### config.mk
export PLATFORM = sky130hd
export DESIGN_NAME = sr_flag_arbiter
export DESIGN_NICKNAME = d
export VERILOG_FILES = /design/src/rtl/sr_flag_arbiter_pkg.sv /design/src/rtl/sr_flag_bank.sv /design/src/rtl/sr_flag_arbiter.sv
export SDC_FILE = /design/constraint.sdc
export NUM_CORES = 1
export LEC_CHECK = 0
export CAP_MARGIN = 15
export CORE_AREA = 2 2 80 82
export CTS_BUF_LIST = sky130_fd_sc_hd__clkbuf_4 sky130_fd_sc_hd__clkbuf_8
export CTS_CLUSTER_SIZE = 30
export DETAILED_ROUTE_END_ITERATION = 16
export DIE_AREA = 0 0 82 84
export GPL_ROUTABILITY_DRIVEN = 0
export HOLD_SLACK_MARGIN = 0.03
export SYNTH_ARGS = -nofsm -noshare
export SYNTH_HDL_FRONTEND = slang
export SYNTH_SLANG_ARGS = --single-unit
### constraint.sdc
create_clock -name clk -period 2.6 [get_ports clk]
set_input_delay 0.52 -clock clk [delete_from_list [all_inputs] [get_ports clk]]
set_output_delay 0.52 -clock clk [all_outputs]
set_load 0.02 [all_outputs]
### src/rtl/sr_flag_arbiter_pkg.sv
// Shared encodings for the SR flag arbiter: FSM state codes and request op codes.
package sr_arb_pkg;
   localparam logic [1:0] IDLE  = 2'd0;
   localparam logic [1:0] APPLY = 2'd1;
   localparam logic [1:0] ACK   = 2'd2;

   localparam logic OP_SET = 1'b1;
   localparam logic OP_CLR = 1'b0;
endpackage

### src/rtl/sr_flag_bank.sv
// Bank of SR flags, each a D flop with D = s | (q & ~r).
module sr_flag_bank #(
   parameter int NFLAG = 8
) (
   input  logic             clk,
   input  logic             rst,
   input  logic [NFLAG-1:0] s,
   input  logic [NFLAG-1:0] r,
   output logic [NFLAG-1:0] q,
   output logic [NFLAG-1:0] qbar
);
   always_ff @(posedge clk or negedge rst) begin
      if (!rst) q <= '0;
      else      q <= s | (q & ~r);
   end

   assign qbar = ~q;

   // The arbiter only ever drives one-hot s/r pulses for a single flag.
   a_no_sr_overlap: assert property (@(posedge clk) disable iff (!rst) (s & r) == '0);
endmodule

### src/rtl/sr_flag_arbiter.sv
// Round-robin arbiter serialising set/clear requests into a shared SR flag bank.
module sr_flag_arbiter
   import sr_arb_pkg::*;
#(
   parameter int NREQ  = 4,
   parameter int NFLAG = 8,
   parameter int FW    = (NFLAG > 1) ? $clog2(NFLAG) : 1
) (
   input  logic               clk,
   input  logic               rst,
   input  logic [NREQ-1:0]    req,
   input  logic [NREQ-1:0]    req_op,
   input  logic [NREQ*FW-1:0] req_idx,
   output logic [NREQ-1:0]    gnt,
   output logic [NFLAG-1:0]   s_out,
   output logic [NFLAG-1:0]   r_out,
   output logic [NFLAG-1:0]   q,
   output logic [NFLAG-1:0]   qbar,
   output logic               busy,
   output logic               err
);
   localparam int PW = $clog2(NREQ);

   logic [1:0]       state;
   logic [PW-1:0]    rr_ptr, win, win_c;
   logic             found;
   logic [FW-1:0]    sel_idx;
   logic             sel_op, sel_ok, oor;
   logic [NFLAG-1:0] onehot;

   // First requester at or after rr_ptr, wrapping mod NREQ.
   always_comb begin
      found = 1'b0;
      win_c = '0;
      for (int i = 0; i < NREQ; i++) begin
         if (!found && req[(int'(rr_ptr) + i) % NREQ]) begin
            found = 1'b1;
            win_c = PW'((int'(rr_ptr) + i) % NREQ);
         end
      end
   end

   assign sel_idx = req_idx[win_c*FW +: FW];
   assign sel_op  = req_op[win_c];
   assign sel_ok  = int'(sel_idx) < NFLAG;
   assign onehot  = sel_ok ? (NFLAG'(1) << sel_idx) : '0;
   assign busy    = (state != IDLE);

   always_ff @(posedge clk or negedge rst) begin
      if (!rst) begin
         state  <= IDLE;
         rr_ptr <= '0;
         win    <= '0;
         oor    <= 1'b0;
         s_out  <= '0;
         r_out  <= '0;
         gnt    <= '0;
         err    <= 1'b0;
      end else begin
         case (state)
            IDLE: if (found) begin
               win   <= win_c;
               oor   <= ~sel_ok;
               s_out <= (sel_op == OP_SET) ? onehot : '0;
               r_out <= (sel_op == OP_CLR) ? onehot : '0;
               state <= APPLY;
            end
            APPLY: begin
               s_out <= '0;
               r_out <= '0;
               gnt   <= NREQ'(1) << win;
               err   <= oor;
               state <= ACK;
            end
            ACK: begin
               gnt    <= '0;
               err    <= 1'b0;
               rr_ptr <= (win == PW'(NREQ-1)) ? '0 : win + 1'b1;
               state  <= IDLE;
            end
            default: state <= IDLE;
         endcase
      end
   end

   sr_flag_bank #(.NFLAG(NFLAG)) u_bank (
      .clk  (clk),
      .rst  (rst),
      .s    (s_out),
      .r    (r_out),
      .q    (q),
      .qbar (qbar)
   );
endmodule

==> results of run 1 <==
==> cells in the mapped netlist, drive strengths merged <==
cell and instances:
a211oi 2, a21o 1, a21oi 3, and3 2, and4b 1, and4bb 1
buf 4, clkbuf 1, conb 1, dfrtp 34, ha 8, inv 18
mux2 3, mux2i 7, nand2 23, nand2b 2, nand3 3, nand3b 4
nand4 4, nor2 2, nor4 1, o211ai 2, o21a 1, o21ai 9
o21bai 8, o22a 1, o22ai 4, o31ai 20, or2 2, or3 1
==> metrics by stage <==
stage | instances | TNS, ps
after floorplan | 173 | 0
after CTS | 316 | 0
final | 316 | 0
after global routing | 316 | 0
after detailed placement | 308 | 0
after global placement | 308 | -7.59
==> state kept, by name, summed over array words and instances (netlist names) <==
name	flops
gnt	4
rr_ptr	2
r_out	8
state	2
win	2
u_bank.q	8
s_out	8
==> power groups by stage <==
stage	Sequential, mW	Combinational (mW)	Clock (mW)
2_1_floorplan	1.00	0.784	0
3_3_place_gp	0.853	1.58	0
3_5_place_dp	0.858	1.58	0
4_1_cts	0.849	1.59	0.506
5_1_grt	0.875	1.74	0.524
6_report	0.842	1.58	0.489
==> kinds of logic (layout without fill, tap and decap cells) <==
family	after synthesis	after routing	share of synthesized area, %
AOI/OAI and AO/OA	51	51	19.7
and+or+nand+nor	46	46	14.1
DFF	34	34	48.1
buffers and inverters	23	89	5.66
muxes	10	10	6.51
adders and majority gates	8	8	5.66
other	1	1	0.212
==> layer usage <==
layer,vias to the layer above,GRT usage [%]
met5,-,0
met4,0,5.45
met3,4,2.16
met2,39,20.4
met1,713,17.4
li1,747,-
==> critical path, stage by stage <==
cell,delay [ps]
clkdlybuf4s50_1,470
mux2i_1,180
or2_1,250
nand3_4,150
mux2i_1,160
mux2i_1,570
o31ai_1,170
==> worst min-delay path by stage <==
stage / from / to / slack [ps]
5_1_grt: r_out[2] / u_bank.q[2] / 510
4_1_cts: r_out[6] / u_bank.q[6] / 480
6_report: r_out[7] / u_bank.q[7] / 470
2_1_floorplan: rst / gnt[0] / 220
3_3_place_gp: r_out[2] / u_bank.q[2] / 460
3_5_place_dp: r_out[4] / u_bank.q[4] / 470
==> final cells by class <==
class                      instances  area share (%)
inverter                          18            2.64
timing repair buffer              63            24.1
tap                               77            3.76
clock buffer                       5            2.68
multi-input combinational        116            31.9
clock inverter                     3            1.76
sequential                        34            33.2
==> flow_metrics.py, run 1 <==
metrics = {
    "final_layout": {
        "drive_gt1_share_pct": 8.37,
        "final_cell_mix": "58 x clkdlybuf4s50_1, 34 x dfrtp_1, 23 x nand2_1",
        "regArea_um2": 851,
        "final_nets": 268,
        "fin_area_um2": 2560,
        "fillers": 627,
        "diodes": 0,
        "multi_input_area_um2": 817,
        "final_util_pct": 42.1,
        "layout_commonest_cell": "clkdlybuf4s50_1",
        "synthToLayoutAreaGrowth_pct": 45.0,
    },
    "synthesis": {
        "synth.area.top_cells": "dfrtp_1 48%, o31ai_1 8.5%, ha_1 5.7%",
        "synth_cell_types": 37,
        "syn_nets": 203,
        "synth.avg_cell_area_um2": 10.2,
        "syn_inst": 173,
        "yosys.area.top_type": "dfrtp_1",
        "synth.cell_area_um2": 1770,
        "ys_seq_elements": 34,
        "synth_top_cell_area_share_pct": 48.1,
        "ys_seq_area_share_pct": 48.1,
        "yosys_warnings": 0,
    },
    "worst_setup_path": {
        "cp-end-kind": "register",
        "r2r_cells": 7,
        "critical_path_arrival_ps": 2490,
        "r2r_slack_ps": 430,
        "critPathCapture": "s_out[1]",
        "required_ps": 2740,
        "worst-setup-path-type": "in -> reg",
        "crit_path_start": "req[2]",
        "cp-start-kind": "primary input",
        "reg2reg_to": "r_out[2]",
        "r2r_start": "state[1]",
        "critPathMaxFanout": 8,
    },
    "grt": {
        "grt_pass1_wl_mm": 6.98,
        "grt_antenna_before_repair": 0,
        "gr-total-overflow": 0,
        "grt_pass1_vias": 1465,
        "grt_usage_pct": 13.0,
        "grt_start_max_net_pins": 35,
    },
    "sta": {
        "whs_ps": 471,
        "setup_viol": 0,
        "period_needed_ps": 2340,
        "fmax_ghz": 0.427,
        "clock_skew_ps": 2.95,
        "rsz0062_at_grt": "no",
        "hold_viol": 0,
        "period_share_pct": 90.0,
        "slew_violations": 0,
        "tightest_slew_ps": 700,
        "setup_ws_ps": 259,
        "relSlewSlack_pct": 52.0,
    },
    "detailed_routing": {
        "highest_layer": "met4",
        "antenna_left": 0,
        "wl_per_cell_um": 12.9,
        "wl_met2_mm": 1.96,
        "met1_length_mm": 1.88,
        "drt_pass1_iterations": 4,
        "met3_length_um": 167,
        "routed_wl_mm": 4.07,
        "via_per_inst": 4.76,
        "drc": 0,
        "vias": 1503,
        "drt_iter0_markers": 70,
    },
    "power": {
        "switching_share_pct": 41.2,
        "p_clk_share_pct": 16.8,
        "seq_power_share_pct": 28.9,
        "leakage_nw": 1.11,
        "power_density_nw_per_um2": 1140,
        "internal_power_mw": 1.71,
        "p_total_mw": 2.91,
        "power.share.combinational_pct": 54.3,
        "switchingPower_mw": 1.20,
        "ir_drop_mv": 0.444,
    },
    "clocking": {
        "clkSlewWorstSetupHoldPaths_ps": 70,
        "cts_hold_buf": 0,
        "post_cts_buffers": 0,
        "numClockSinks": 34,
        "tritoncts": "built",
        "numCtsBuffers": 5,
        "insertion_delay_ps": 280,
        "ctsLongestPathBuffers": 2,
        "ctsResizeCount": 0,
        "clockRootBuffer": "clkbuf_8",
        "htree_levels": 2,
    },
    "run_status": {
        "status": "completed",
    },
    "floorplanning": {
        "io_pins": 60,
        "floorplan.rows": 29,
        "dieArea_um2": 6890,
        "dieWidth_um": 82,
        "start_util_pct": 29.0,
        "fp.dieH_um": 84,
        "core_area_um2": 6100,
    },
    "place": {
        "place_area_um2": 2450,
        "place_hpwl_mm": 3.10,
        "portBuffers": 58,
        "dp_slack_ps": 2.61,
    },
    "worst_hold_path": {
        "hold_path.class": "reg -> reg",
        "hold_depth": 1,
    },
    "flow_run": {
        "drv_cap": 0,
    },
}
Note: power is estimated with default switching activity, not from simulation.
==> inputs of run 2 (changes only) <==
PLACE_DENSITY = 0.67   (was not set)
==> run 2 against run 1 <==
  * Power fell by 2.9%
  * Critical endpoint is now r_out[1]
  * Die area did not move
  * Routed wire length fell by 4.8%
  * Count of clock-buffer cells in the layout rose by 1
  * Via count fell by 1.3%
  * Cell area fell by 0.15%
  * First-iteration DRC count rose by 49%
  * Sequential cell count did not move
  * Setup slack improved by 28 ps
  * Hold slack improved by 12 ps
  * Critical path depth did not move
==> flow_metrics.py, run 2 (same netlist as run 1, synthesis figures left out) <==
metrics = {
    "detailed_routing": {
        "antenna_left": 0,
        "vias": 1484,
        "drc": 0,
        "routed_wl_mm": 3.87,
        "drt_pass1_iterations": 4,
        "drt_iter0_markers": 104,
        "wl_per_cell_um": 12.2,
        "via_per_inst": 4.67,
    },
    "final_layout": {
        "fin_area_um2": 2560,
        "final_util_pct": 42.0,
        "drive_gt1_share_pct": 9.13,
        "reg_top3": "r_out (8), s_out (8), u_bank.q (8)",
        "fin_cells": 318,
        "final_nets": 270,
        "synthToLayoutAreaGrowth_pct": 44.8,
        "layout_commonest_cell": "clkdlybuf4s50_1",
        "final_cell_mix": "58 x clkdlybuf4s50_1, 34 x dfrtp_1, 23 x nand2_1",
        "diodes": 0,
    },
    "clocking": {
        "numClockSinks": 34,
        "numCtsBuffers": 5,
        "cts_hold_buf": 0,
        "clkSlewWorstSetupHoldPaths_ps": 70,
        "ctsLongestPathBuffers": 2,
        "post_cts_buffers": 0,
        "ctsResizeCount": 0,
        "htree_levels": 2,
        "insertion_delay_ps": 280,
        "clockRootBuffer": "clkbuf_8",
        "tritoncts": "built",
    },
    "sta": {
        "period_share_pct": 89.0,
        "rsz0062_at_grt": "no",
        "setup_viol": 0,
        "clock_skew_ps": 6.29,
        "period_needed_ps": 2310,
        "hold_viol": 0,
        "relSlewSlack_pct": 56.0,
        "fmax_ghz": 0.432,
        "slew_violations": 0,
        "tightest_slew_ps": 642,
        "setup_ws_ps": 287,
    },
    "power": {
        "power_density_nw_per_um2": 1100,
        "switching_share_pct": 41.8,
        "switchingPower_mw": 1.18,
        "power.share.combinational_pct": 55.8,
        "leakage_nw": 1.11,
        "internal_power_mw": 1.65,
        "seq_power_share_pct": 29.9,
        "p_total_mw": 2.83,
        "p_clk_share_pct": 14.3,
        "ir_drop_mv": 0.375,
    },
    "worst_hold_path": {
        "hold_path.class": "reg -> reg",
        "hold_depth": 1,
    },
    "worst_setup_path": {
        "r2r_cells": 7,
        "critPathMaxFanout": 8,
        "cp-end-kind": "register",
        "cp-start-kind": "primary input",
        "required_ps": 2740,
        "critical_path_arrival_ps": 2460,
        "worst-setup-path-type": "in -> reg",
    },
    "run_status": {
        "status": "completed",
    },
    "floorplanning": {
        "floorplan.rows": 29,
        "fp.dieH_um": 84,
        "start_util_pct": 29.0,
        "dieArea_um2": 6890,
        "dieWidth_um": 82,
        "io_pins": 60,
        "core_area_um2": 6100,
    },
    "place": {
        "portBuffers": 58,
        "place_hpwl_mm": 3.02,
        "dp_slack_ps": -20.5,
        "place_inst": 310,
        "place_area_um2": 2460,
    },
    "grt": {
        "grt_pass1_wl_mm": 6.59,
        "grt_start_max_net_pins": 35,
        "gr-total-overflow": 0,
        "grt_usage_pct": 12.2,
        "grt_antenna_before_repair": 0,
        "grt_pass1_vias": 1438,
    },
    "flow_run": {
        "drv_cap": 0,
    },
}
## run 2: final timing paths
| path | slack [ps] | to | from |
|---|---|---|---|
| worst min register to register | 480 | u_bank.q[5] | r_out[5] |
| worst min-delay path | 480 | u_bank.q[5] | r_out[5] |
| worst max-delay path | 290 | r_out[1] | req[0] |
| min in group asynchronous | 630 | gnt[3] | rst |
| max in group asynchronous | 1670 | u_bank.q[3] | rst |
| worst max register to register | 440 | s_out[6] | state[0] |
## run 2: final cells by class
type | count | area, um^2
clock inverter | 2 | 12.5
clock buffer | 6 | 82.6
sequential | 34 | 851
tap | 77 | 96.3
multi-input combinational | 116 | 817
inverter | 18 | 67.6
timing repair buffer | 65 | 633
fill | 601 | 3540
## run 2: critical path: stages
cell             delay, ps
clkdlybuf4s50_1        480
mux2i_1                180
or2_1                  260
nand3_4                150
mux2i_1                160
mux2i_1                530
o31ai_1                170
## run 2: metal layers
layer	track usage, %	part of all wire [%]	wire (um)	vias up
met5	0	0	0	-
met2	19.1	46	1790	46
li1	-	-	-	748
met1	16.0	46	1770	683
met4	5.00	1.9	73	0
met3	2.92	6.1	235	7
## run 2: power by group through the flow
stage / registers (mW) / logic, mW / clock network (mW)
2_1_floorplan: 1.00 / 0.784 / 0
3_3_place_gp: 0.854 / 1.58 / 0
3_5_place_dp: 0.860 / 1.59 / 0
4_1_cts: 0.850 / 1.59 / 0.415
5_1_grt: 0.873 / 1.74 / 0.440
6_report: 0.845 / 1.58 / 0.404
## run 2: per-stage QoR
stage	hold slack, ps	TNS (ps)
after detailed placement	477	-99.5
after global routing	511	0
after global placement	463	0
final	483	0
after floorplan	224	0
after CTS	488	0
==> inputs of run 3 (changes only) <==
clock period = 2.5 ns   (was 2.6 ns; I/O delays follow)
==> run 3 against run 2 <==
  * Hold slack got worse by 11 ps
  * Sequential power rose by 4.3%
  * Via count rose by 3.3%
  * Critical path depth did not move
  * Setup slack got worse by 43 ps
  * Clock power fell by 6.4%
  * Non-clock buffer count rose by 3
  * Critical path type unchanged
  * Critical endpoint is now s_out[6]
==> flow_metrics.py, run 3 (same netlist as run 1, synthesis figures left out) <==
metrics = {
    "run_status": {
        "status": "completed",
    },
    "grt": {
        "met3_usage_pct": 2.38,
        "busiest_layer": "met2",
        "use_met2_pct": 19.0,
        "grt_start_max_net_pins": 35,
        "gr-total-overflow": 0,
        "grt_util_met1_pct": 16.0,
        "grt_pass1_vias": 1410,
        "grt_antenna_before_repair": 0,
        "grt_usage_pct": 12.3,
        "grt_pass1_wl_mm": 6.51,
    },
    "worst_hold_path": {
        "min_to": "u_bank.q[5]",
        "min_from": "r_out[5]",
        "hold_depth": 1,
        "hold_path.class": "reg -> reg",
    },
    "sta": {
        "setup_ws_ps": 243,
        "hold_viol": 0,
        "setup_tns_ps": 0,
        "clock_skew_ps": 5.32,
        "slew_violations": 0,
        "period_share_pct": 90.3,
        "fmax_ghz": 0.443,
        "rsz0062_at_grt": "no",
        "period_needed_ps": 2260,
        "whs_ps": 473,
        "setup_viol": 0,
    },
    "clocking": {
        "tritoncts": "built",
        "clockRootBuffer": "clkbuf_8",
        "ctsResizeCount": 0,
        "clkSlewWorstSetupHoldPaths_ps": 70,
        "ctsLongestPathBuffers": 2,
        "numCtsBuffers": 5,
        "htree_levels": 2,
        "post_cts_buffers": 0,
        "numClockSinks": 34,
        "cts_hold_buf": 0,
        "insertion_delay_ps": 290,
    },
    "place": {
        "place_area_um2": 2490,
        "place_hpwl_mm": 3.07,
        "dp_slack_ps": -102,
        "portBuffers": 58,
        "place_inst": 313,
    },
    "detailed_routing": {
        "antenna_left": 0,
        "drc": 0,
        "via_per_inst": 4.79,
        "drt_iter0_markers": 85,
        "drt_pass1_iterations": 4,
        "wl_per_cell_um": 12.3,
        "routed_wl_mm": 3.93,
        "vias": 1533,
    },
    "final_layout": {
        "synthToLayoutAreaGrowth_pct": 45.4,
        "final_cell_mix": "58 x clkdlybuf4s50_1, 34 x dfrtp_1, 23 x nand2_1",
        "final_nets": 273,
        "fin_cells": 320,
        "diodes": 0,
        "reg_top3": "r_out (8), s_out (8), u_bank.q (8)",
        "final_util_pct": 42.2,
        "fin_area_um2": 2570,
        "drive_gt1_share_pct": 10.3,
        "layout_commonest_cell": "clkdlybuf4s50_1",
    },
    "floorplanning": {
        "start_util_pct": 29.0,
        "dieWidth_um": 82,
        "dieArea_um2": 6890,
        "floorplan.rows": 29,
        "io_pins": 60,
        "core_area_um2": 6100,
        "fp.dieH_um": 84,
    },
    "flow_run": {
        "drv_cap": 0,
    },
    "worst_setup_path": {
        "r2r_cells": 7,
        "r2r_slack_ps": 350,
        "critPathMaxFanout": 5,
        "cp-start-kind": "primary input",
        "r2r_start": "state[1]",
        "required_ps": 2690,
        "reg2reg_to": "s_out[6]",
        "worst-setup-path-type": "in -> reg",
        "critical_path_arrival_ps": 2450,
        "cp-end-kind": "register",
    },
    "power": {
        "leakage_nw": 1.12,
        "power_density_nw_per_um2": 1140,
        "p_total_mw": 2.92,
        "ir_drop_mv": 0.431,
    },
}
[run 3: changes by cell type in the layout (fill, tap and decap cells not counted), sizes merged]
cell | before | now
buf | 7 | 10
clkbuf | 6 | 5
clkinv | 1 | 2
clkinvlp | 1 | 0
[run 3: final cells by class]
cell class	instances	area, um^2
timing repair buffer	68	656
clock inverter	2	10.0
inverter	18	67.6
tap	77	96.3
fill	617	3530
sequential	34	851
clock buffer	5	68.8
multi-input combinational	116	821
[run 3: worst max-delay path, stage by stage]
cell	delay, ps
clkdlybuf4s50_1	550
nor4_1	80
buf_4	140
or3_1	360
a211oi_1	310
o22ai_1	220
o31ai_1	290
[run 3: per-layer routing]
metal	up-vias	routed length, um	part of all wire [%]
met4	0	96	2.4
met1	719	1790	45
met5	-	0	0
met2	48	1840	47
li1	759	-	-
met3	7	209	5.3
[run 3: worst max-delay path by stage]
| stage | startpoint | to | slack [ps] |
|---|---|---|---|
| finish | req[0] | s_out[6] | 240 |
| global route | req[0] | s_out[4] | 70 |
| CTS | req[0] | s_out[0] | 190 |
| detailed placement | req[0] | r_out[3] | -100 |
| global placement | req[0] | r_out[3] | -30 |
| floorplan | state[0] | r_out[2] | 540 |
[run 3: report_power, final]
group,total (mW),internal [mW],switching (mW)
logic,1.66,0.762,0.898
clock network,0.378,0.187,0.192
registers,0.881,0.744,0.137
total,2.92,1.69,1.23
